[config.mk]
export PLATFORM = sky130hd
export DESIGN_NAME = vmem_issue_queue
export DESIGN_NICKNAME = d
export VERILOG_FILES = /design/src/rtl/vmem_issue_queue.sv
export SDC_FILE = /design/constraint.sdc
export NUM_CORES = 1
export LEC_CHECK = 0
export BUFFER_PORTS_ARGS = -buffer_cell sky130_fd_sc_hd__buf_2
export CAP_MARGIN = 5
export CORE_MARGIN = 2
export CORE_UTILIZATION = 50
export DETAILED_ROUTE_END_ITERATION = 8
export PLACE_DENSITY = 0.79
export SLEW_MARGIN = 20
export SYNTH_ARGS = -nofsm -noshare
export SYNTH_HDL_FRONTEND = slang
export SYNTH_SLANG_ARGS = --single-unit
[constraint.sdc]
create_clock -name clk -period 3.03 [get_ports clk]
set_input_delay 0.606 -clock clk [delete_from_list [all_inputs] [get_ports clk]]
set_output_delay 0.606 -clock clk [all_outputs]
set_load 0.01 [all_outputs]
[src/rtl/vmem_issue_queue.sv]
// Vector memory front-end: validates load/store commands, converts byte units to words,
// queues them for in-order issue and tracks issued operations until their in-order completion.
module vmem_issue_queue #(
  parameter  int unsigned ADDR_RANGE      = 32768,
  parameter  int unsigned MEMORY_BITS     = 32,
  parameter  int unsigned DEPTH           = 4,
  parameter  int unsigned MAX_OUTSTANDING = 2,
  parameter  int unsigned ID_BITS         = 5,
  localparam int unsigned AW              = $clog2(ADDR_RANGE),
  localparam int unsigned WB              = $clog2(MEMORY_BITS / 8)
) (
  input  logic               clk,
  input  logic               rst_n,
  input  logic               in_valid,
  output logic               in_ready,
  input  logic               in_load,
  input  logic               in_store,
  input  logic [1:0]         in_mode,
  input  logic [2:0]         in_sew,
  input  logic [2:0]         in_idx_sew,
  input  logic [AW+WB-1:0]   in_addr,
  input  logic [AW+WB-1:0]   in_stride,
  input  logic [ID_BITS-1:0] in_dest_id,
  input  logic               flush,
  output logic               req_valid,
  input  logic               req_ready,
  output logic               req_operation,
  output logic [1:0]         req_mode,
  output logic [2:0]         req_sew,
  output logic [2:0]         req_idx_sew,
  output logic [AW-1:0]      req_addr,
  output logic [AW-1:0]      req_stride,
  input  logic               done_in,
  output logic               cpl_valid,
  output logic [ID_BITS-1:0] cpl_dest_id,
  output logic               cpl_is_load,
  output logic               err_valid,
  output logic [ID_BITS-1:0] err_dest_id,
  output logic               busy
);

  localparam int unsigned QW  = $clog2(DEPTH);
  // A single-entry tracker still gets a 1-bit index so the pointer slices stay legal.
  localparam int unsigned OW  = (MAX_OUTSTANDING > 1) ? $clog2(MAX_OUTSTANDING) : 1;
  localparam int unsigned OSZ = 1 << OW;
  localparam logic [AW+WB-1:0] ALIGN_MASK = (AW + WB)'((1 << WB) - 1);

  typedef struct packed {
    logic               op;
    logic [1:0]         mode;
    logic [2:0]         sew;
    logic [2:0]         idx_sew;
    logic [AW-1:0]      addr;
    logic [AW-1:0]      stride;
    logic [ID_BITS-1:0] dest_id;
  } cmd_t;

  cmd_t               r_q [DEPTH];
  logic [QW:0]        r_q_wr, r_q_rd;
  logic [ID_BITS:0]   r_o [OSZ];
  logic [OW:0]        r_o_wr, r_o_rd;
  logic               r_cpl_valid, r_cpl_is_load, r_err_valid;
  logic [ID_BITS-1:0] r_cpl_dest_id, r_err_dest_id;

  logic [QW:0]        w_q_cnt;
  logic [OW:0]        w_o_cnt;
  logic               w_q_empty, w_q_full, w_o_room;
  logic               w_acc, w_err, w_push, w_pop, w_done;
  cmd_t               w_new, w_head;

  assign w_q_cnt   = r_q_wr - r_q_rd;
  assign w_o_cnt   = r_o_wr - r_o_rd;
  assign w_q_empty = (w_q_cnt == '0);
  assign w_q_full  = (w_q_cnt == (QW + 1)'(DEPTH));
  assign w_o_room  = (w_o_cnt < (OW + 1)'(MAX_OUTSTANDING));
  assign w_head    = r_q[r_q_rd[QW-1:0]];

  assign w_acc  = in_valid & in_ready;
  assign w_err  = (in_load == in_store) | (in_mode == 2'd3) | ((in_addr & ALIGN_MASK) != '0);
  assign w_push = w_acc & ~w_err & ~flush;
  assign w_pop  = req_valid & req_ready & ~flush;
  assign w_done = done_in & (w_o_cnt != '0);

  always_comb begin
    w_new         = '0;
    w_new.op      = in_store;
    w_new.mode    = in_mode;
    w_new.sew     = in_sew;
    w_new.idx_sew = in_idx_sew;
    w_new.addr    = AW'(in_addr >> WB);
    w_new.stride  = AW'($signed(in_stride) >>> WB);
    w_new.dest_id = in_dest_id;
  end

  // Flush collapses the queue by catching the read pointer up; same-edge push/pop are suppressed.
  always_ff @(posedge clk or negedge rst_n) begin
    if (!rst_n) begin
      r_q_wr <= '0;
      r_q_rd <= '0;
      for (int unsigned i = 0; i < DEPTH; i++) r_q[i] <= '0;
    end else if (flush) begin
      r_q_rd <= r_q_wr;
    end else begin
      if (w_push) begin
        r_q[r_q_wr[QW-1:0]] <= w_new;
        r_q_wr              <= r_q_wr + 1'b1;
      end
      if (w_pop) r_q_rd <= r_q_rd + 1'b1;
    end
  end

  always_ff @(posedge clk or negedge rst_n) begin
    if (!rst_n) begin
      r_o_wr <= '0;
      r_o_rd <= '0;
      for (int unsigned i = 0; i < OSZ; i++) r_o[i] <= '0;
    end else begin
      if (w_pop) begin
        r_o[r_o_wr[OW-1:0]] <= {w_head.dest_id, ~w_head.op};
        r_o_wr              <= r_o_wr + 1'b1;
      end
      if (w_done) r_o_rd <= r_o_rd + 1'b1;
    end
  end

  always_ff @(posedge clk or negedge rst_n) begin
    if (!rst_n) begin
      r_cpl_valid   <= 1'b0;
      r_cpl_dest_id <= '0;
      r_cpl_is_load <= 1'b0;
      r_err_valid   <= 1'b0;
      r_err_dest_id <= '0;
    end else begin
      r_cpl_valid <= w_done;
      if (w_done) {r_cpl_dest_id, r_cpl_is_load} <= r_o[r_o_rd[OW-1:0]];
      r_err_valid <= w_acc & w_err;
      if (w_acc & w_err) r_err_dest_id <= in_dest_id;
    end
  end

  assign in_ready      = ~w_q_full;
  assign req_valid     = ~w_q_empty & w_o_room;
  assign req_operation = w_head.op;
  assign req_mode      = w_head.mode;
  assign req_sew       = w_head.sew;
  assign req_idx_sew   = w_head.idx_sew;
  assign req_addr      = w_head.addr;
  assign req_stride    = w_head.stride;
  assign cpl_valid     = r_cpl_valid;
  assign cpl_dest_id   = r_cpl_dest_id;
  assign cpl_is_load   = r_cpl_is_load;
  assign err_valid     = r_err_valid;
  assign err_dest_id   = r_err_dest_id;
  assign busy          = ~w_q_empty | (w_o_cnt != '0);

endmodule

Word level (Yosys, flattened, before mapping):

Index checks and enable logic that the tools add are counted.

* bits in registers: 211
* latch bits: 0
* RAM bits: 0
* ROM bits: 0
* input bits: 55
* output and inout bits: 55
* logic and storage cells: 96
* memories: 0

* $add $sub $neg: 6
* multipliers: 0
* divide/modulo/power cells: 0
* order comparisons: 7
* equal/unequal tests: 3
* shift-type cells: 0
* muxes and demuxes: 14
* bitwise gates (word level): 20
* reductions and logical operators: 7

Operators by type and width (count)
* 176-bit bitwise mux: 1
* 44-bit two-way mux: 3
* 44-bit binary-select mux with 2-bit select: 1
* 44-bit demux with 2-bit select: 1
* 6-bit two-way mux: 4
* 17-bit nonzero test: 1
* 12-bit bitwise mux: 1
* 1-bit bitwise AND: 8
* 3-bit by 1-bit adder with 3-bit output, second input constant: 2
* 6-bit demux with 1-bit select: 1
* 3-bit >= comparator, second input constant: 2
* 3-bit two-way mux: 2
* 2-bit NOT with 3-bit output: 2
* 1-bit NOT: 5
* 2-bit by 1-bit adder with 2-bit output, second input constant: 2
* 2-bit >= comparator, second input constant: 2
* 1-bit NOT with 2-bit output: 2
* 2-bit nonzero test: 2
* 3-bit == test, second input constant: 1
* 3-bit zero test: 1
* 3-bit by 1-bit < comparator with 1-bit output, second input constant: 1
* 1-bit bitwise OR: 3
* 3-bit subtractor: 1
* 2-bit == test, second input constant: 1
* 6 further kinds: 7

Logic depth before layout (Yosys ltp):

Gate-level depths: netlist (run 1).

* depth in word-level cells: 8
* mapped depth: 9
* gate-level depth less buffers: 6

Worst setup path before layout (run 1):

No wires, ideal clock.

* path type: register to register
* start: register r_q_rd[1]
* end: register r_q[30] in the netlist's numbering
* setup time: 0.125 ns
* data arrival time: 2.646 ns
* required time: 2.905 ns
* setup slack: 0.260 ns
* cell stages (with the launch flop): 10
* path buffers: 3
* period minus slack after synthesis: 2.770 ns
* cell sequence: dfrtp_1 clkbuf_1 clkbuf_1 inv_1 ha_1 and2b_1 xnor2_1 o211ai_2 clkbuf_8 mux2_2

* word-level cells in the longest chain between the ends: 7

Ends and longest elaborated chain
* from (decl): line 59 `logic [QW:0] r_q_wr, r_q_rd;`
* from (signal assigned): line 102 `r_q_rd <= r_q_wr;`
* from (signal assigned): line 108 `if (w_pop) r_q_rd <= r_q_rd + 1'b1;`
* 3-bit subtractor: line 71 `assign w_q_cnt = r_q_wr - r_q_rd;`
* 3-bit == test: line 74 `assign w_q_full = (w_q_cnt == (QW + 1)'(DEPTH));`
* 1-bit NOT: line 141 `assign in_ready = ~w_q_full;`
* 1-bit bitwise AND: line 78 `assign w_acc = in_valid & in_ready;`
* 1-bit bitwise AND (2 in a row): line 80 `assign w_push = w_acc & ~w_err & ~flush;`
* 2-bit AND reduction (no source line)
* to (signal, indexed assignment): line 105 `r_q[r_q_wr[QW-1:0]] <= w_new;`
* to (decl): line 58 `cmd_t r_q [DEPTH];`

Every way passes these cells.
A chain may end at the register's enable or synchronous reset.

Worst setup path in the final report (run 1):

* start: register r_q_wr[0]
* end: output port req_valid

* word-level cells in the longest chain between the ends: 4

Ends and longest elaborated chain
* from (decl): line 59
* from (signal assigned): line 106 `r_q_wr <= r_q_wr + 1'b1;`
* 3-bit subtractor: line 71
* 3-bit zero test: line 73 `assign w_q_empty = (w_q_cnt == '0);`
* 1-bit NOT: line 142 `assign req_valid = ~w_q_empty & w_o_room;`
* 1-bit bitwise AND: line 142
* to (decl): line 25 `output logic req_valid,`

Every way passes these cells.

==> impl_metrics.yaml, run 1 <==
status:
  outcome: "finished clean"
flow_run:
  cap_viol_max_count: 0
clock_network:
  cts_hold_buf: 0
  clk_latency_ns: 0.50
  clk_pin_slew_worst_paths_ns: 0.06
  root_buffer: "clkbuf_16"
  postCtsSetupRepairBufs: 0
  numCtsBuffers: 22
  cts_buffer_depth: 3
  cts_sinks: 211
  htreeDepth: 1
  cts_tree: "built"
die:
  boundaryPins: 110
  die_area_um2: 20300
  start_util_pct: 51.1
  fp.coreArea_um2: 18800
  rows: 50
  die_w_um: 142
  chipHeight_um: 142
worst_setup_path:
  cp-start-kind: "flip-flop"
  timing.rr.start: "r_q_wr[0]"
  ff2ff_setup_slack_ns: 0.26
  critPathMaxStageDelay_ns: 0.44
  reg2regPathDepth: 7
  crit_type: "flip-flop to primary output"
  path_common_cell: "nor2_1"
  path_cells: "inv_1, ha_1, and2b_1, xnor2_2, nor2_1, nor2_1, buf_2"
  timing.rr.end: "r_q[30]"
  slowest_stage: "dfrtp_1"
  cp_top_family: "simple AND/OR/NAND/NOR gates"
  crit_start: "r_q_wr[0]"
  cp.depth: 7
  worst-path-buf-inv: 2
  crit_path_end: "req_valid"
  cp_max_fo: 8
  critPathArrivalTime_ns: 2.21
  required_ns: 2.42
  endpoint_kind: "primary output"
yosys:
  synth_cell_type_count: 36
  syn_area_um2: 9590
  synthCells: 606
  async_flop_share_pct: 100
  synth_area_leaders: "dfrtp_1 (55%), mux2_2 (23%), mux4_2 (10%)"
  synth_warnings: 0
  syn_area_per_cell_um2: 15.8
  yosys.area.top_type: "dfrtp_1"
  synth_top_area_share_pct: 55.1
  syn-num-nets: 669
  ys_ff_latch: 211
  ys_seq_area_share_pct: 55.1
  synth-main-ff-cell: "dfrtp_1"
  synth_edf_count: 0
grt:
  grt_max_degree: 69
  grt_pass1_vias: 5981
  grt_pass1_wl_mm: 31.4
  grt_overflow_total: 0
  track_usage_pct: 19.6
  antenna_found_initial: 1
final_layout:
  antennaDiodeCount: 0
  multiInputGateArea_um2: 3870
  post_route_cells_drive_above_1_share_pct: 57.8
  final-seq-area_um2: 5290
  layout_commonest_cell: "dfrtp_1"
  fill_cells: 1446
  final_nets: 748
  area_growth_pct: 13.3
  final_cell_mix: "dfrtp_1 (209), mux2_2 (193), buf_2 (106)"
power_and_ir_drop:
  seqPwrFrac_pct: 40.7
  combPwrFrac_pct: 33.6
  intPower_mw: 6.79
  p_leak_nw: 5.41
  power.switching_mw: 3.10
  power.density_nw_per_um2: 911
  clockPowerShare_pct: 25.7
  peakVddDrop_uv: 510
  swShare_pct: 31.4
sta:
  finalClockSkew_ns: 0.0123
  max_slew.worst_pin.slew_ns: 1.03
  finalHoldViolations: 0
  finalSetupViolCount: 0
  finalMaxSlewViolations: 0
  setup_slack_ns: 0.210
  max_slew_margin_pct: 31.1
  tns_ns: 0
  clock.fmax_ghz: 0.355
  finalCritPeriodShare_pct: 93.1
  finalCriticalPeriod_ns: 2.82
  rsz0062_at_grt: "false"
placement:
  dp_hpwl_mm: 12.4
  io_buffers: 107
  gp_congestion: 0.838
  dp_slack_ns: 0.294
hold_path:
  hp-class: "input pin to async pin"
route:
  vias_per_cell: 5.77
  vias: 5366
  drc_errors: 0
  first_pass_iters: 4
  routed_wirelength_mm: 19.2
  antenna_left: 0
  drtIter0Drc: 192
  wl_per_cell_um: 20.6
cells by family (layout without fill, tap and decap cells):
family / count (synthesis) / count (layout) / share of synthesized area (%)
compound gates: 28 / 28 / 2.26
simple gates: 26 / 26 / 1.46
flops: 211 / 211 / 55.1
xor+xnor: 13 / 13 / 1.33
buf+inv: 75 / 165 / 4.97
fa+ha+maj: 8 / 8 / 1.04
mux: 245 / 245 / 33.8
cells in the mapped netlist (all sizes together) (5+ instances only):
cell	n
nor2	10
xnor2	9
mux2i	8
o211ai	6
buf	60
dfrtp	211
mux2	193
a21oi	7
clkbuf	8
ha	8
nand2	5
mux4	44
inv	7
metal layers:
metal	routed length [um]	up-vias	global-route usage [%]
met2	9780	155	34.2
met4	337	0	4.27
met1	7800	2819	25.1
met3	1270	35	4.88
met5	0	-	0
li1	-	2357	-
power by group through the flow:
stage	clock network, mW	registers [mW]	logic [mW]
after detailed placement	0	4.07	3.31
after global placement	0	3.97	3.19
final	2.55	4.02	3.33
after CTS	2.62	4.02	3.35
after floorplan	0	3.93	2.62
after global routing	2.75	4.11	3.60
flip-flops by register name, summed over array words and instances (netlist names):
name,cells
r_q,176
r_o,12
cpl_dest_id,5
err_dest_id,5
r_q_rd,3
r_q_wr,3
r_o_rd,2
r_o_wr,2
cpl_is_load,1
cpl_valid,1
err_valid,1
through the flow:
step | hold WS, ns | instances | total power, mW | instance area, um2 | utilization (%)
2_1_floorplan | 0.310 | 606 | 6.56 | 9590 | -
3_3_place_gp | 0.481 | 895 | 7.16 | 10200 | 54.2
3_5_place_dp | 0.488 | 895 | 7.38 | 10200 | 54.2
4_1_cts | 0.132 | 930 | 10.0 | 10900 | 57.9
5_1_grt | 0.157 | 930 | 10.5 | 10900 | 57.9
6_report | 0.124 | 930 | 9.89 | 10900 | 57.9
worst register-to-register path, delay by kind of cell (launching register included):
| family | cells | cell delay (ns) |
|---|---|---|
| flip-flops | 1 | 0.44 |
| XOR/XNOR | 1 | 0.82 |
| adder cells (fa/ha/maj) | 1 | 0.22 |
| buffers and inverters | 2 | 0.44 |
| AO/OA/AOI/OAI | 1 | 0.16 |
| AND/OR/NAND/NOR | 1 | 0.22 |
| multiplexers | 1 | 0.35 |
area by class of cell:
cell class / instances / share of cell area (%)
Sequential cell: 211 / 48.7
Multi-Input combinational cell: 320 / 35.7
Timing Repair Buffer: 123 / 6.46
Clock buffer: 30 / 5.82
Tap cell: 234 / 2.70
Clock inverter: 5 / 0.461
Inverter: 7 / 0.242
timing repair:
item / CTS / global route
setup endpoints to repair: 2 / 2
cloned: 0 / 0
endpoints found under the hold margin: 0 / 0
gates resized for setup: 1 / 1
worst min path at each step:
stage	to	from	cells after the start	slack, ns
6_report	r_q[85]	rst_n	1	0.12
2_1_floorplan	cpl_dest_id[0]	rst_n	0	0.31
4_1_cts	r_q[171]	rst_n	1	0.13
5_1_grt	r_q[42]	rst_n	1	0.16
3_3_place_gp	r_q[46]	r_q[46]	1	0.48
3_5_place_dp	r_q[86]	r_q[86]	1	0.49
(Power assumes the default switching activity.)
==> inputs of run 2 (changes only) <==
--- a/config.mk
+++ b/config.mk
@@ -8,9 +8,9 @@
 export BUFFER_PORTS_ARGS = -buffer_cell sky130_fd_sc_hd__buf_2
 export CAP_MARGIN = 5
 export CORE_MARGIN = 2
-export CORE_UTILIZATION = 50
+export CORE_UTILIZATION = 58
 export DETAILED_ROUTE_END_ITERATION = 8
-export PLACE_DENSITY = 0.79
+export PLACE_DENSITY = 0.88
 export SLEW_MARGIN = 20
 export SYNTH_ARGS = -nofsm -noshare
 export SYNTH_HDL_FRONTEND = slang
==> run 2 against run 1 <==
  * Flip-flop and latch count did not move
  * Critical path depth stayed put
  * Design area rose by 0.99%
  * Global-route usage rose by 2.5 points
  * Cell count shrank 1.5%
  * Clock power grew 9.8%
  * Combinational power hardly changed
  * Fmax up 0.55%
  * Power grew 2.7%
  * Critical path type is now flip-flop to flip-flop
==> impl_metrics.yaml, run 2 (same netlist as run 1, synthesis figures left out) <==
power_and_ir_drop:
  p_leak_nw: 5.47
  combPwrFrac_pct: 32.9
  seqPwrFrac_pct: 39.6
  power.density_nw_per_um2: 927
  intPower_mw: 7.02
  power.switching_mw: 3.14
  clockPowerShare_pct: 27.5
  peakVddDrop_uv: 551
  swShare_pct: 30.9
flow_run:
  cap_viol_max_count: 0
route:
  wl_per_cell_um: 20.5
  vias_per_cell: 5.79
  drc_errors: 0
  routed_wirelength_mm: 18.8
  first_pass_iters: 4
  drtIter0Drc: 255
  antenna_left: 0
  vias: 5303
placement:
  gp_congestion: 0.758
  numPlacedInstances: 876
  dp_hpwl_mm: 12.1
  io_buffers: 107
final_layout:
  final_cells: 916
  top_register: "r_q"
  layout_commonest_cell: "dfrtp_1"
  final_nets: 747
  largest_register_ffs: 176
  post_route_cells_drive_above_1_share_pct: 58.3
  antennaDiodeCount: 0
  final_core_util_pct: 68.6
  final_cell_mix: "dfrtp_1 (209), mux2_2 (193), buf_2 (106)"
  largest_registers: "r_q: 176 flops, r_o: 12 flops"
  area_growth_pct: 14.4
die:
  die_w_um: 133
  rows: 46
  chipHeight_um: 133
  start_util_pct: 59.9
  fp.coreArea_um2: 16000
  die_area_um2: 17600
  boundaryPins: 110
clock_network:
  root_buffer: "clkbuf_16"
  cts_hold_buf: 0
  cts_sinks: 211
  cts_buffer_depth: 3
  htreeDepth: 1
  cts_tree: "built"
  postCtsSetupRepairBufs: 0
  clk_pin_slew_worst_paths_ns: 0.06
  clk_latency_ns: 0.49
  numCtsBuffers: 22
worst_setup_path:
  critPathMaxStageDelay_ns: 0.79
  worst-path-buf-inv: 2
  cp_max_fo: 39
  path_cells: "inv_1, ha_1, and2b_1, xnor2_1, o211ai_4, buf_12, mux2_2"
  cp_top_family: "XOR/XNOR gates"
  endpoint_kind: "flip-flop"
  crit_type: "flip-flop to flip-flop"
  cp.depth: 7
  reg2regPathDepth: 7
  cp-start-kind: "flip-flop"
  slowest_stage: "xnor2_1"
  critPathArrivalTime_ns: 3.17
  required_ns: 3.40
sta:
  max_slew_margin_pct: 35.5
  finalClockSkew_ns: 0.00658
  finalCriticalPeriod_ns: 2.80
  clock.fmax_ghz: 0.357
  rsz0062_at_grt: "false"
  max_slew.worst_pin.slew_ns: 0.960
  finalMaxSlewViolations: 0
  finalCritPeriodShare_pct: 92.6
  finalSetupViolCount: 0
  tns_ns: 0
  finalHoldViolations: 0
grt:
  antenna_found_initial: 0
  track_usage_pct: 22.1
  grt_overflow_total: 0
  grt_pass1_wl_mm: 31.1
  grt_pass1_vias: 5964
  grt_max_degree: 99
hold_path:
  hp-class: "input pin to async pin"
status:
  outcome: "finished clean"
run 2: stage by stage:
step	cell area [um2]	total power [mW]	setup slack (ns)	hold WS [ns]
finish	11000	10.2	0.226	0.173
global route	11000	10.7	0.0908	0.229
CTS	11000	10.3	0.0436	0.215
detailed placement	10200	7.38	0.305	0.489
global placement	10200	7.12	0.426	0.481
floorplan	9590	6.56	0.260	0.310
run 2: worst register-to-register path: stages (launching register included):
cell and delay [ns]:
dfrtp_1 0.43, inv_1 0.13, ha_1 0.21, and2b_1 0.25, xnor2_1 0.79, o211ai_4 0.26
buf_12 0.25, mux2_2 0.37
run 2: layout make-up:
class,count,area [um2]
clock buffer,33,693
clock inverter,7,90.1
fill,1104,5030
inverter,7,26.3
multi-input combinational,320,3880
sequential,211,5290
tap,216,270
timing repair buffer,122,719
run 2: timing repair:
action                                 in CTS  in global routing
endpoints found under the hold margin       0                  0
setup endpoints to repair                   2                  2
gates resized for setup                     1                  2
run 2: routing by layer:
metal / vias to the layer above / routed length, um / part of all wire, % / track usage [%]
li1: 2362 / - / - / -
met1: 2784 / 7780 / 41 / 29.2
met2: 134 / 9610 / 51 / 37.8
met3: 23 / 1160 / 6.2 / 4.90
met4: 0 / 247 / 1.3 / 5.26
met5: - / 0 / 0 / 0
run 2: final timing paths:
| path | from | endpoint | slack, ns |
|---|---|---|---|
| worst min register to register | r_q[55] | r_q[55] | 0.50 |
| worst min-delay path | rst_n | r_q[170] | 0.17 |
| min in group clk | in_idx_sew[2] | r_q[125] | 0.39 |
| worst max register to register | r_q_wr[0] | r_q[136] | 0.23 |
| max in group asynchronous | rst_n | r_q[73] | 2.01 |
| worst max-delay path | r_q_wr[0] | r_q[136] | 0.23 |
run 2: power by group through the flow:
stage          clock network (mW)  logic (mW)  registers [mW]
6_report                     2.80        3.34            4.02
2_1_floorplan                   0        2.62            3.93
3_3_place_gp                    0        3.16            3.96
4_1_cts                      2.88        3.36            4.02
5_1_grt                      2.99        3.62            4.11
3_5_place_dp                    0        3.32            4.06
==> inputs of run 3 (changes only) <==
--- a/config.mk
+++ b/config.mk
@@ -7,10 +7,9 @@
 export LEC_CHECK = 0
 export BUFFER_PORTS_ARGS = -buffer_cell sky130_fd_sc_hd__buf_2
 export CAP_MARGIN = 5
-export CORE_MARGIN = 2
 export CORE_UTILIZATION = 58
 export DETAILED_ROUTE_END_ITERATION = 8
-export PLACE_DENSITY = 0.88
+export PLACE_DENSITY = 0.82
 export SLEW_MARGIN = 20
 export SYNTH_ARGS = -nofsm -noshare
 export SYNTH_HDL_FRONTEND = slang
==> constraint.sdc (replaced) <==
create_clock -name clk -period 3 [get_ports clk]
set_input_delay 0.6 -clock clk [delete_from_list [all_inputs] [get_ports clk]]
set_output_delay 0.6 -clock clk [all_outputs]
set_load 0.01 [all_outputs]
==> run 3 against run 2 <==
  * Routed wire length fell by 3.0%
  * Power is 1.6% lower
  * Critical path depth unchanged
  * Via count down 0.91%
  * Clock power decreased by 6%
  * Flip-flop and latch count unchanged
  * Cell count rose by 0.22%
  * Non-clock buffer count is 3 higher
  * Clock-buffer cell count stayed put
  * Design area decreased by 0.87%
  * Register-to-register slack improved by 0.08 ns
  * Largest cell class unchanged
==> impl_metrics.yaml, run 3 (same netlist as run 1, synthesis figures left out) <==
placement:
  io_buffers: 107
  gp_congestion: 0.845
  dp_hpwl_mm: 11.8
grt:
  grt_pass1_vias: 5852
  grt_pass1_wl_mm: 30.3
  grt_overflow_total: 0
  track_usage_pct: 23.2
  antenna_found_initial: 1
  grt_max_degree: 89
status:
  outcome: "finished clean"
final_layout:
  final_cell_mix: "dfrtp_1 (209), mux2_2 (193), buf_2 (106)"
  area_growth_pct: 13.4
  layout_commonest_cell: "dfrtp_1"
  top_register: "r_q"
  final_nets: 751
  largest_registers: "r_q: 176 flops, r_o: 12 flops"
  largest_register_ffs: 176
  antennaDiodeCount: 0
  post_route_cells_drive_above_1_share_pct: 57.5
worst_setup_path:
  required_ns: 2.40
  endpoint_kind: "primary output"
  crit_path_end: "req_valid"
  crit_type: "flip-flop to primary output"
  critPathArrivalTime_ns: 2.17
  cp_max_fo: 8
  crit_start: "r_q_wr[0]"
  reg2regPathDepth: 7
  cp-start-kind: "flip-flop"
  ff2ff_setup_slack_ns: 0.31
  timing.rr.end: "r_q[67]"
  timing.rr.start: "r_q_wr[0]"
sta:
  finalSetupViolCount: 0
  finalCriticalPeriod_ns: 2.77
  max_slew_margin_pct: 43.0
  finalClockSkew_ns: 0.00908
  finalHoldViolations: 0
  tns_ns: 0
  rsz0062_at_grt: "false"
  finalMaxSlewViolations: 0
  max_slew.worst_pin.slew_ns: 0.851
  finalCritPeriodShare_pct: 92.3
  clock.fmax_ghz: 0.361
  whs_ns: 0.153
flow_run:
  cap_viol_max_count: 0
route:
  wl_per_cell_um: 19.9
  vias_per_cell: 5.72
  drc_errors: 0
  routed_wirelength_mm: 18.2
  drtIter0Drc: 224
  antenna_left: 0
  first_pass_iters: 4
  vias: 5255
power_and_ir_drop:
  intPower_mw: 6.91
  seqPwrFrac_pct: 40.5
  power.density_nw_per_um2: 920
  swShare_pct: 30.9
  p_leak_nw: 5.43
  power.switching_mw: 3.09
  clockPowerShare_pct: 26.2
  combPwrFrac_pct: 33.3
  peakVddDrop_uv: 573
clock_network:
  root_buffer: "clkbuf_16"
  htreeDepth: 1
  cts_buffer_depth: 3
  cts_sinks: 211
  postCtsSetupRepairBufs: 0
  clk_latency_ns: 0.49
  clk_pin_slew_worst_paths_ns: 0.06
  numCtsBuffers: 23
  cts_tree: "built"
die:
  start_util_pct: 59.9
  boundaryPins: 110
  die_area_um2: 17000
  fp.coreArea_um2: 16000
  chipHeight_um: 131
  die_w_um: 131
  rows: 46
hold_path:
  hp-class: "input pin to async pin"
## run 3: timing repair
| action | 4_1_cts | 5_1_grt |
|---|---|---|
| hold buffers | 0 | 0 |
| gates resized for setup | 0 | 1 |
| endpoints found under the setup margin | 0 | 3 |
## run 3: cell type report
class,count,area [um2]
Timing Repair Buffer,125,717
Tap cell,216,270
Multi-Input combinational cell,320,3870
Inverter,7,26.3
Fill cell,1115,5130
Sequential cell,211,5290
Clock inverter,6,61.3
Clock buffer,33,643
## run 3: worst max-delay path, cell delays in order (launching register included)
cell	delay (ns)
dfrtp_1	0.43
inv_1	0.12
ha_1	0.22
and2b_1	0.22
xnor2_2	0.34
nor2_1	0.12
nor2_1	0.11
buf_2	0.13
## run 3: worst min-delay path by stage
stage                     startpoint             end  slack, ns  cells after the start
after floorplan                rst_n  cpl_dest_id[0]       0.30                      0
after global placement       r_q[13]         r_q[13]       0.48                      1
after detailed placement      r_q[1]          r_q[1]       0.49                      1
after CTS                      rst_n        r_q[170]       0.20                      1
after global routing           rst_n        r_q[170]       0.21                      1
final                          rst_n        r_q[170]       0.15                      1
## run 3: per-layer routing
metal / global-route usage, % / up-vias / wire length, um
met2: 40.0 / 101 / 9290
met5: 0 / - / 0
met1: 30.2 / 2758 / 7740
met3: 5.21 / 22 / 987
met4: 5.00 / 0 / 217
li1: - / 2374 / -
## run 3: stage by stage
stage	instance area [um2]	utilization, %	total power, mW	worst slack (ns)	instances
2_1_floorplan	9590	-	6.62	0.230	606
3_3_place_gp	10200	63.5	7.25	0.387	879
3_5_place_dp	10200	63.5	7.43	0.321	879
4_1_cts	10900	67.9	10.1	0.00647	918
5_1_grt	10900	68.0	10.6	0.0723	918
6_report	10900	68.0	10.0	0.230	918
## run 3: power groups by stage
stage,clock [mW],sequential [mW],combinational [mW]
finish,2.62,4.05,3.33
global route,2.80,4.15,3.64
CTS,2.68,4.05,3.36
detailed placement,0,4.10,3.33
global placement,0,4.01,3.25
floorplan,0,3.97,2.65
